<file path="src/rtl/sd_data_xfer_ctrl.sv">
// sd_data_xfer_ctrl: multi-block SD data-transfer sequencer in front of sd_data_serial_host.
// Defining SD_DATA_RETRY_EN builds per-block CRC retry; otherwise a bad CRC ends the request.
module sd_data_xfer_ctrl #(
  parameter int BLK_CNT_W   = 16,
  parameter int TIMEOUT_CYC = 65535,
  parameter int MAX_RETRY   = 3
) (
  input  logic                 sd_clk,
  input  logic                 rst,
  input  logic                 req_valid,
  input  logic                 req_write,
  input  logic [BLK_CNT_W-1:0] req_blk_cnt,
  output logic                 req_ready,
  input  logic                 abort,
  input  logic                 tx_blk_avail,
  input  logic                 rx_blk_space,
  input  logic                 busy_n,
  input  logic                 transm_complete,
  input  logic                 crc_ok,
  output logic [1:0]           start_dat,
  output logic                 ack_transfer,
  output logic                 blk_retry,
  output logic [BLK_CNT_W-1:0] blk_done_cnt,
  output logic                 done,
  output logic [1:0]           status
);
  localparam int TMR_W = $clog2(TIMEOUT_CYC + 1);

  typedef enum logic [2:0] {
    S_IDLE, S_WAIT, S_START, S_XFER, S_ACK, S_CHECK, S_DONE
  } state_t;

  state_t               state, nxt;
  logic                 wr_q;
  logic [BLK_CNT_W-1:0] blk_cnt_q;
  logic [TMR_W-1:0]     timer;
  logic                 crc_q, tmo_q, abort_pend;
  logic [1:0]           done_status;
  logic                 gate_ok, last_blk, tmo_hit, retry_now;
  logic [BLK_CNT_W-1:0] cnt_inc;
  logic                 req_ready_d, ack_d, done_d;
  logic [1:0]           start_dat_d;

  assign gate_ok  = busy_n && (wr_q ? tx_blk_avail : rx_blk_space);
  assign cnt_inc  = blk_done_cnt + BLK_CNT_W'(1);
  assign last_blk = (cnt_inc == blk_cnt_q);
  // Timer reaches TIMEOUT_CYC on the same edge that leaves XFER.
  assign tmo_hit  = (timer == TMR_W'(TIMEOUT_CYC - 1));

`ifdef SD_DATA_RETRY_EN
  localparam int RTY_W = (MAX_RETRY > 0) ? $clog2(MAX_RETRY + 1) : 1;
  logic [RTY_W-1:0] retry_cnt;

  assign retry_now = !tmo_q && !crc_q && (retry_cnt < RTY_W'(MAX_RETRY));

  always_ff @(posedge sd_clk) begin
    if (rst) begin
      retry_cnt <= '0;
      blk_retry <= 1'b0;
    end else begin
      blk_retry <= (nxt == S_CHECK) && retry_now;
      if (state == S_IDLE && req_valid) begin
        retry_cnt <= '0;
      end else if (state == S_CHECK && !tmo_q) begin
        if (crc_q)          retry_cnt <= '0;
        else if (retry_now) retry_cnt <= retry_cnt + RTY_W'(1);
      end
    end
  end
`else
  localparam int unused_max_retry = MAX_RETRY;
  assign retry_now = 1'b0;
  assign blk_retry = 1'b0;
`endif

  always_ff @(posedge sd_clk) begin
    if (rst) begin
      state        <= S_IDLE;
      req_ready    <= 1'b1;
      start_dat    <= 2'b00;
      ack_transfer <= 1'b0;
      done         <= 1'b0;
      status       <= 2'b00;
      blk_done_cnt <= '0;
      wr_q         <= 1'b0;
      blk_cnt_q    <= '0;
      timer        <= '0;
      crc_q        <= 1'b0;
      tmo_q        <= 1'b0;
      abort_pend   <= 1'b0;
    end else begin
      state        <= nxt;
      req_ready    <= req_ready_d;
      start_dat    <= start_dat_d;
      ack_transfer <= ack_d;
      done         <= done_d;
      if (nxt == S_DONE) status <= done_status;
      if (state == S_IDLE && req_valid) begin
        wr_q         <= req_write;
        blk_cnt_q    <= req_blk_cnt;
        abort_pend   <= 1'b0;
        blk_done_cnt <= '0;
      end
      if (state == S_CHECK && crc_q && !tmo_q) blk_done_cnt <= cnt_inc;
      if (state == S_START) begin
        timer <= '0;
        crc_q <= 1'b0;
        tmo_q <= 1'b0;
      end
      if (state == S_XFER) begin
        if (timer != TMR_W'(TIMEOUT_CYC)) timer <= timer + TMR_W'(1);
        if (abort) abort_pend <= 1'b1;
        if (transm_complete) crc_q <= crc_ok;
        else if (tmo_hit)    tmo_q <= 1'b1;
      end
    end
  end

  always_comb begin
    nxt         = state;
    done_status = 2'b00;
    case (state)
      S_IDLE:
        if (req_valid) begin
          if (req_blk_cnt == '0) begin
            nxt         = S_DONE;
            done_status = 2'b11;
          end else begin
            nxt = S_WAIT;
          end
        end
      S_WAIT:
        if (abort) begin
          nxt         = S_DONE;
          done_status = 2'b11;
        end else if (gate_ok) begin
          nxt = S_START;
        end
      S_START: nxt = S_XFER;
      S_XFER:  if (transm_complete || tmo_hit) nxt = S_ACK;
      S_ACK:   if (!transm_complete) nxt = S_CHECK;
      S_CHECK:
        if (tmo_q) begin
          nxt         = S_DONE;
          done_status = 2'b10;
        end else if (crc_q) begin
          if (last_blk) begin
            nxt = S_DONE;
          end else if (abort_pend) begin
            nxt         = S_DONE;
            done_status = 2'b11;
          end else begin
            nxt = S_WAIT;
          end
        end else if (retry_now) begin
          nxt = S_WAIT;
        end else begin
          nxt         = S_DONE;
          done_status = 2'b01;
        end
      S_DONE:  nxt = S_IDLE;
      default: nxt = S_IDLE;
    endcase
  end

  // Outputs are decoded from the next state so they land in flops aligned with the state.
  always_comb begin
    req_ready_d = (nxt == S_IDLE);
    ack_d       = (nxt == S_ACK);
    done_d      = (nxt == S_DONE);
    start_dat_d = 2'b00;
    if (nxt == S_START) start_dat_d = wr_q ? 2'b01 : 2'b10;
  end
endmodule

</file>
<file path="config.mk">
export PLATFORM = sky130hd
export DESIGN_NAME = sd_data_xfer_ctrl
export DESIGN_NICKNAME = d
export VERILOG_FILES = /design/src/rtl/sd_data_xfer_ctrl.sv
export SDC_FILE = /design/constraint.sdc
export NUM_CORES = 1
export LEC_CHECK = 0
export ABC_CLOCK_PERIOD_IN_PS = 3500
export CELL_PAD_IN_SITES_DETAIL_PLACEMENT = 2
export CELL_PAD_IN_SITES_GLOBAL_PLACEMENT = 2
export CORE_MARGIN = 2
export CORE_UTILIZATION = 30
export DETAILED_ROUTE_END_ITERATION = 10
export PLACE_DENSITY = 0.76
export RECOVER_POWER = 50
export SETUP_SLACK_MARGIN = 0.3
export SLEW_MARGIN = 15
export SYNTH_ARGS = -nofsm -noshare
export SYNTH_HDL_FRONTEND = slang
export SYNTH_SLANG_ARGS = --single-unit
</file>
<file path="constraint.sdc">
create_clock -name sd_clk -period 3.5 [get_ports sd_clk]
set_clock_uncertainty 0.15 [all_clocks]
set_input_delay 0.7 -clock sd_clk [delete_from_list [all_inputs] [get_ports sd_clk]]
set_output_delay 0.7 -clock sd_clk [all_outputs]
set_load 0.02 [all_outputs]
</file>
==> Implementation_results.wiki <==
{| class="wikitable"
! Metric !! Value
|-
| Post-Synth Simple-Gate Area || 0.311
|-
| Result of the run || finished, final reports clean
|-
| Share of post-route cells with drive strength above 1 || 0.104
|-
| Timing-limited maximum frequency || between 300 and 400 MHz
|-
| Number of global-route vias before repair || roughly 3700
|-
| Clock latency reported for the late side of the worst-skew pair || between 0.3 and 0.4 ns
|-
| Number of buffers added on ports || 48
|-
| Wire length of the first global-routing pass || 19000 um
|-
| Combinational power share || 0.178
|-
| Netlist area before placement || 3470 um2
|-
| Crit path DAT || approximately 3.1 ns
|-
| Unique masters post-synth || 58
|-
| Slew of the pin with the lowest slew margin || between 0.8 and 0.9 ns
|-
| Final HPWL from detailed placement || approximately 8300 um
|-
| All-Layer GR Usage || 0.190
|-
| Count of pins on the block boundary || 50
|-
| Count of TritonRoute iterations in the first routing pass || 4
|-
| Pin count of the biggest net entering global routing || 37
|-
| Max-slew violation total from the final report || 0
|-
| Type of the most critical hold path || reg2reg
|-
| Clock Path Buffers || 2
|-
| Antenna diode count || 0
|-
| Crit-path max cell delay || between 0.4 and 0.5 ns
|-
| Number of enable-type register cells in the synthesized netlist || 0
|-
| Setup crit start kind || flip-flop
|-
| Period utilisation layout || 0.858
|-
| Part of the Yosys area used for sequential elements || 0.357
|-
| Proportion of power drawn by the clock network || 0.464
|-
| Final-layout worst hold slack || 0.318 ns
|-
| Xor and xnor area share after synthesis || 0.0580
|-
| Mux contribution to synthesized area || 0.0256
|-
| Clock tree from TritonCTS || done
|-
| Internal power || approximately 0.0016 W
|-
| TNS Setup || 0 ns
|-
| Antenna violations before repair || 0
|-
| Ranking of synthesized cells by area || sky130_fd_sc_hd__dfxtp_1, sky130_fd_sc_hd__a21oi_1, sky130_fd_sc_hd__nand2_1, sky130_fd_sc_hd__nor2_1, sky130_fd_sc_hd__o21ai_0
|-
| Signed area change from the synthesized netlist to the final layout || 26.1%
|-
| Area enclosed by the die boundary || 12500 um2
|-
| Sequential cell fraction of total power || 0.358
|-
| Final worst path period need || 3.00 ns
|-
| Share of the synthesized area in compound gates (AO/OA/AOI/OAI) || 0.183
|-
| Headroom to the max-slew limit || 0.432
|-
| Top cells by count, synth || sky130_fd_sc_hd__nand2_1, sky130_fd_sc_hd__dfxtp_1, sky130_fd_sc_hd__a21oi_1, sky130_fd_sc_hd__nor2_1, sky130_fd_sc_hd__o21ai_0
|-
| Number of sinks handled by clock tree synthesis || 62
|-
| Post-synth top area cell || sky130_fd_sc_hd__dfxtp_1
|-
| Routed length on met2 || 6220 um
|-
| Initial Util || 0.306
|-
| Detailed Route Iter0 Violations || 68
|-
| Placer's final routability congestion estimate || 0.812
|-
| Clock Tree Root || sky130_fd_sc_hd__clkbuf_16
|-
| Placement-stage cell area || 4030 um2
|-
| Largest family of logic cells by synthesized area || simple AND/OR/NAND/NOR gates
|-
| Via count || 3469
|-
| Clock buffer count from CTS || 9
|-
| Leading cell type by number of instances after synthesis || sky130_fd_sc_hd__nand2_1
|-
| Final hold violations || 0
|-
| Power density over cell area || 514 nW/um2
|-
| Syn_nets || approximately 480
|-
| Number of synthesized register bits || slightly above 60
|-
| VDD IR-drop max || 0.000313 V
|-
| Warnings from Yosys || 0
|-
| Maxcap violations || 0
|-
| Adder and majority cell fraction of the synthesized area || 0.0108
|-
| Critical Setup Path Class || reg2reg
|-
| Average detailed-routed wire length per instance || 18.2 um
|-
| Met3 routed wirelength || 238 um
|-
| Detail-routed via count per cell || 5.46
|-
| Total number of H-tree levels || 3
|-
| Die Span X || 112 um
|-
| Number of inserted filler cells in the final layout || 1330
|-
| Sequential Area || 1240 um2
|-
| Clock slew at reported path FFs || around 0.050 ns
|-
| Average size of a mapped cell || 7.76 um2
|-
| Summed area of non-filler cells in the final layout || 4380 um2
|-
| Area occupied by multi-input gates || around 2000 um2
|-
| Leakage component of the power || ~1.6 nW
|-
| Final ANT Viol Nets || 0
|-
| Cell count after synthesis || approximately 450
|-
| Fraction of registers with async set or reset after synthesis || 0
|-
| Uppermost layer routed || met4
|-
| Core region area || 11400 um2
|-
| Global route total overflow || 0
|-
| Length of routed wiring on met1 || between 4000 and 5000 um
|-
| Site Rows || 39
|-
| Post-Route WL || 11600 um
|-
| Ordered cell list for the critical path || ha_2 -> nand4_2 -> nor4_2 -> xnor2_1 -> o21ai_0 -> a21o_1 -> nor4_4 -> buf_4 -> o21ai_2 -> and2_4 -> nor4b_4
|-
| RSZ-0062 raised after global routing || no
|-
| Number of remaining DRC errors || 0
|-
| Number of setup violations in the final report || 0
|-
| Total number of nets in the final design || 516
|-
| Switching pwr || 0.000624 W
|-
| Endpoint type of the worst setup path || flip-flop
|-
| Die Y || 112 um
|-
| Primary flip-flop cell chosen by synthesis mapping || sky130_fd_sc_hd__dfxtp_1
|-
| Top cell type's share of synthesized area || 0.357
|-
| Largest fanout on the critical path || 8
|-
| Worst path required time || approximately 3.6 ns
|-
| Worst-path cell with the longest stage delay || sky130_fd_sc_hd__nor4_2
|-
| Hold_buf cts || 0
|-
| Switching portion of total power || 0.277
|}
routing by layer:
| metal | vias up | GRT usage |
|---|---|---|
| li1 | 1657 | - |
| met4 | 0 | 0.0741 |
| met3 | 19 | 0.0240 |
| met5 | - | 0 |
| met1 | 1749 | 0.216 |
| met2 | 44 | 0.360 |
timing repair:
item                                    in CTS  in global routing
gates resized for setup                      0                  1
pin swaps                                    1                  0
buffers inserted                             1                  0
endpoints found under the setup margin       5                  4
logic make-up (layout without fill, tap and decap cells):
kind of cell,after synthesis,after routing
and+or+nand+nor,207,207
AOI/OAI and AO/OA,106,106
DFF,62,62
buffers and inverters,38,82
xor gates and xnor gates,23,23
muxes,8,8
adders and majority gates,3,3
other,1,1
placed cells by master (no fill, tap or decap), types with 3 or more instances in the layout:
cell                              synthesis  routed
sky130_fd_sc_hd__o21ai_0                 26      26
sky130_fd_sc_hd__and3_1                   5       5
sky130_fd_sc_hd__nand2_1                 64      64
sky130_fd_sc_hd__buf_4                    2       6
sky130_fd_sc_hd__inv_1                   10      10
sky130_fd_sc_hd__a211oi_1                 4       4
sky130_fd_sc_hd__nand3_1                 21      21
sky130_fd_sc_hd__xnor2_1                 11      11
sky130_fd_sc_hd__mux2_2                   7       7
sky130_fd_sc_hd__nor3b_1                  3       3
sky130_fd_sc_hd__clkbuf_8                 0       5
sky130_fd_sc_hd__a21oi_1                 51      51
sky130_fd_sc_hd__clkbuf_16                0       9
sky130_fd_sc_hd__o31ai_1                  3       3
sky130_fd_sc_hd__nand3b_1                 3       3
sky130_fd_sc_hd__a311oi_1                 3       3
sky130_fd_sc_hd__nand4_1                  6       6
sky130_fd_sc_hd__nor4_1                   6       6
sky130_fd_sc_hd__or2_2                    3       3
sky130_fd_sc_hd__dlygate4sd3_1            0      22
sky130_fd_sc_hd__nand2b_1                 3       3
sky130_fd_sc_hd__clkdlybuf4s50_1          0      25
sky130_fd_sc_hd__and2_1                   5       5
sky130_fd_sc_hd__dfxtp_1                 62      62
sky130_fd_sc_hd__nor2b_1                  3       3
sky130_fd_sc_hd__nor2_1                  49      49
sky130_fd_sc_hd__and4_1                   3       3
sky130_fd_sc_hd__nor3_1                  10      10
sky130_fd_sc_hd__or3_1                    7       7
sky130_fd_sc_hd__nand4_2                  3       3
sky130_fd_sc_hd__xor2_1                  12      12
metrics by stage:
stage	util	cells	setup slack, ns	total power (W)
final	0.385	635	0.497	0.00225
after global routing	0.385	635	0.314	0.00236
after CTS	0.386	635	0.431	0.00229
after detailed placement	0.355	618	0.219	0.00123
after global placement	0.355	618	0.251	0.00121
after floorplan	-	448	0.717	0.00107
power groups by stage:
stage	logic [W]	registers (W)	clock network, W
finish	0.000401	0.000806	0.00104
global route	0.000444	0.000813	0.00110
CTS	0.000415	0.000808	0.00106
detailed placement	0.000404	0.000822	0
global placement	0.000392	0.000819	0
floorplan	0.000269	0.000804	0
registers in the layout, indices dropped and copies added, names as in the netlist:
signal        flops
abort_pend        1
ack_transfer      1
blk_cnt_q        16
blk_done_cnt     16
crc_q             1
done              1
req_ready         1
start_dat         2
state             3
status            2
timer            16
tmo_q             1
wr_q              1
worst max-delay path, delay by kind of cell, from the launching register on:
| family | cells | cell delay (ns) |
|---|---|---|
| xor gates and xnor gates | 1 | 0.18 |
| DFF | 1 | 0.41 |
| and+or+nand+nor | 5 | 1.24 |
| adders and majority gates | 1 | 0.30 |
| AOI/OAI and AO/OA | 3 | 0.43 |
| buffers and inverters | 1 | 0.20 |
area by class of cell:
type	instances	area share
clock buffer	14	0.0671
clock inverter	2	0.0137
inverter	10	0.00856
multi-input combinational	348	0.466
sequential	62	0.283
tap	143	0.0408
timing repair buffer	56	0.120
worst paths after layout:
| path | from | endpoint | slack, ns | cells after the start |
|---|---|---|---|---|
| worst max-delay path | blk_done_cnt[1]$_SDFFE_PP0P_ | ack_transfer$_SDFF_PP0_ | 0.50 | 11 |
| worst max register to register | blk_done_cnt[1]$_SDFFE_PP0P_ | ack_transfer$_SDFF_PP0_ | 0.50 | 11 |
| worst min-delay path | blk_cnt_q[8]$_SDFFE_PP0P_ | blk_cnt_q[8]$_SDFFE_PP0P_ | 0.32 | 2 |
| worst min register to register | blk_cnt_q[8]$_SDFFE_PP0P_ | blk_cnt_q[8]$_SDFFE_PP0P_ | 0.32 | 2 |
Power figures use the tool's default switching activity.
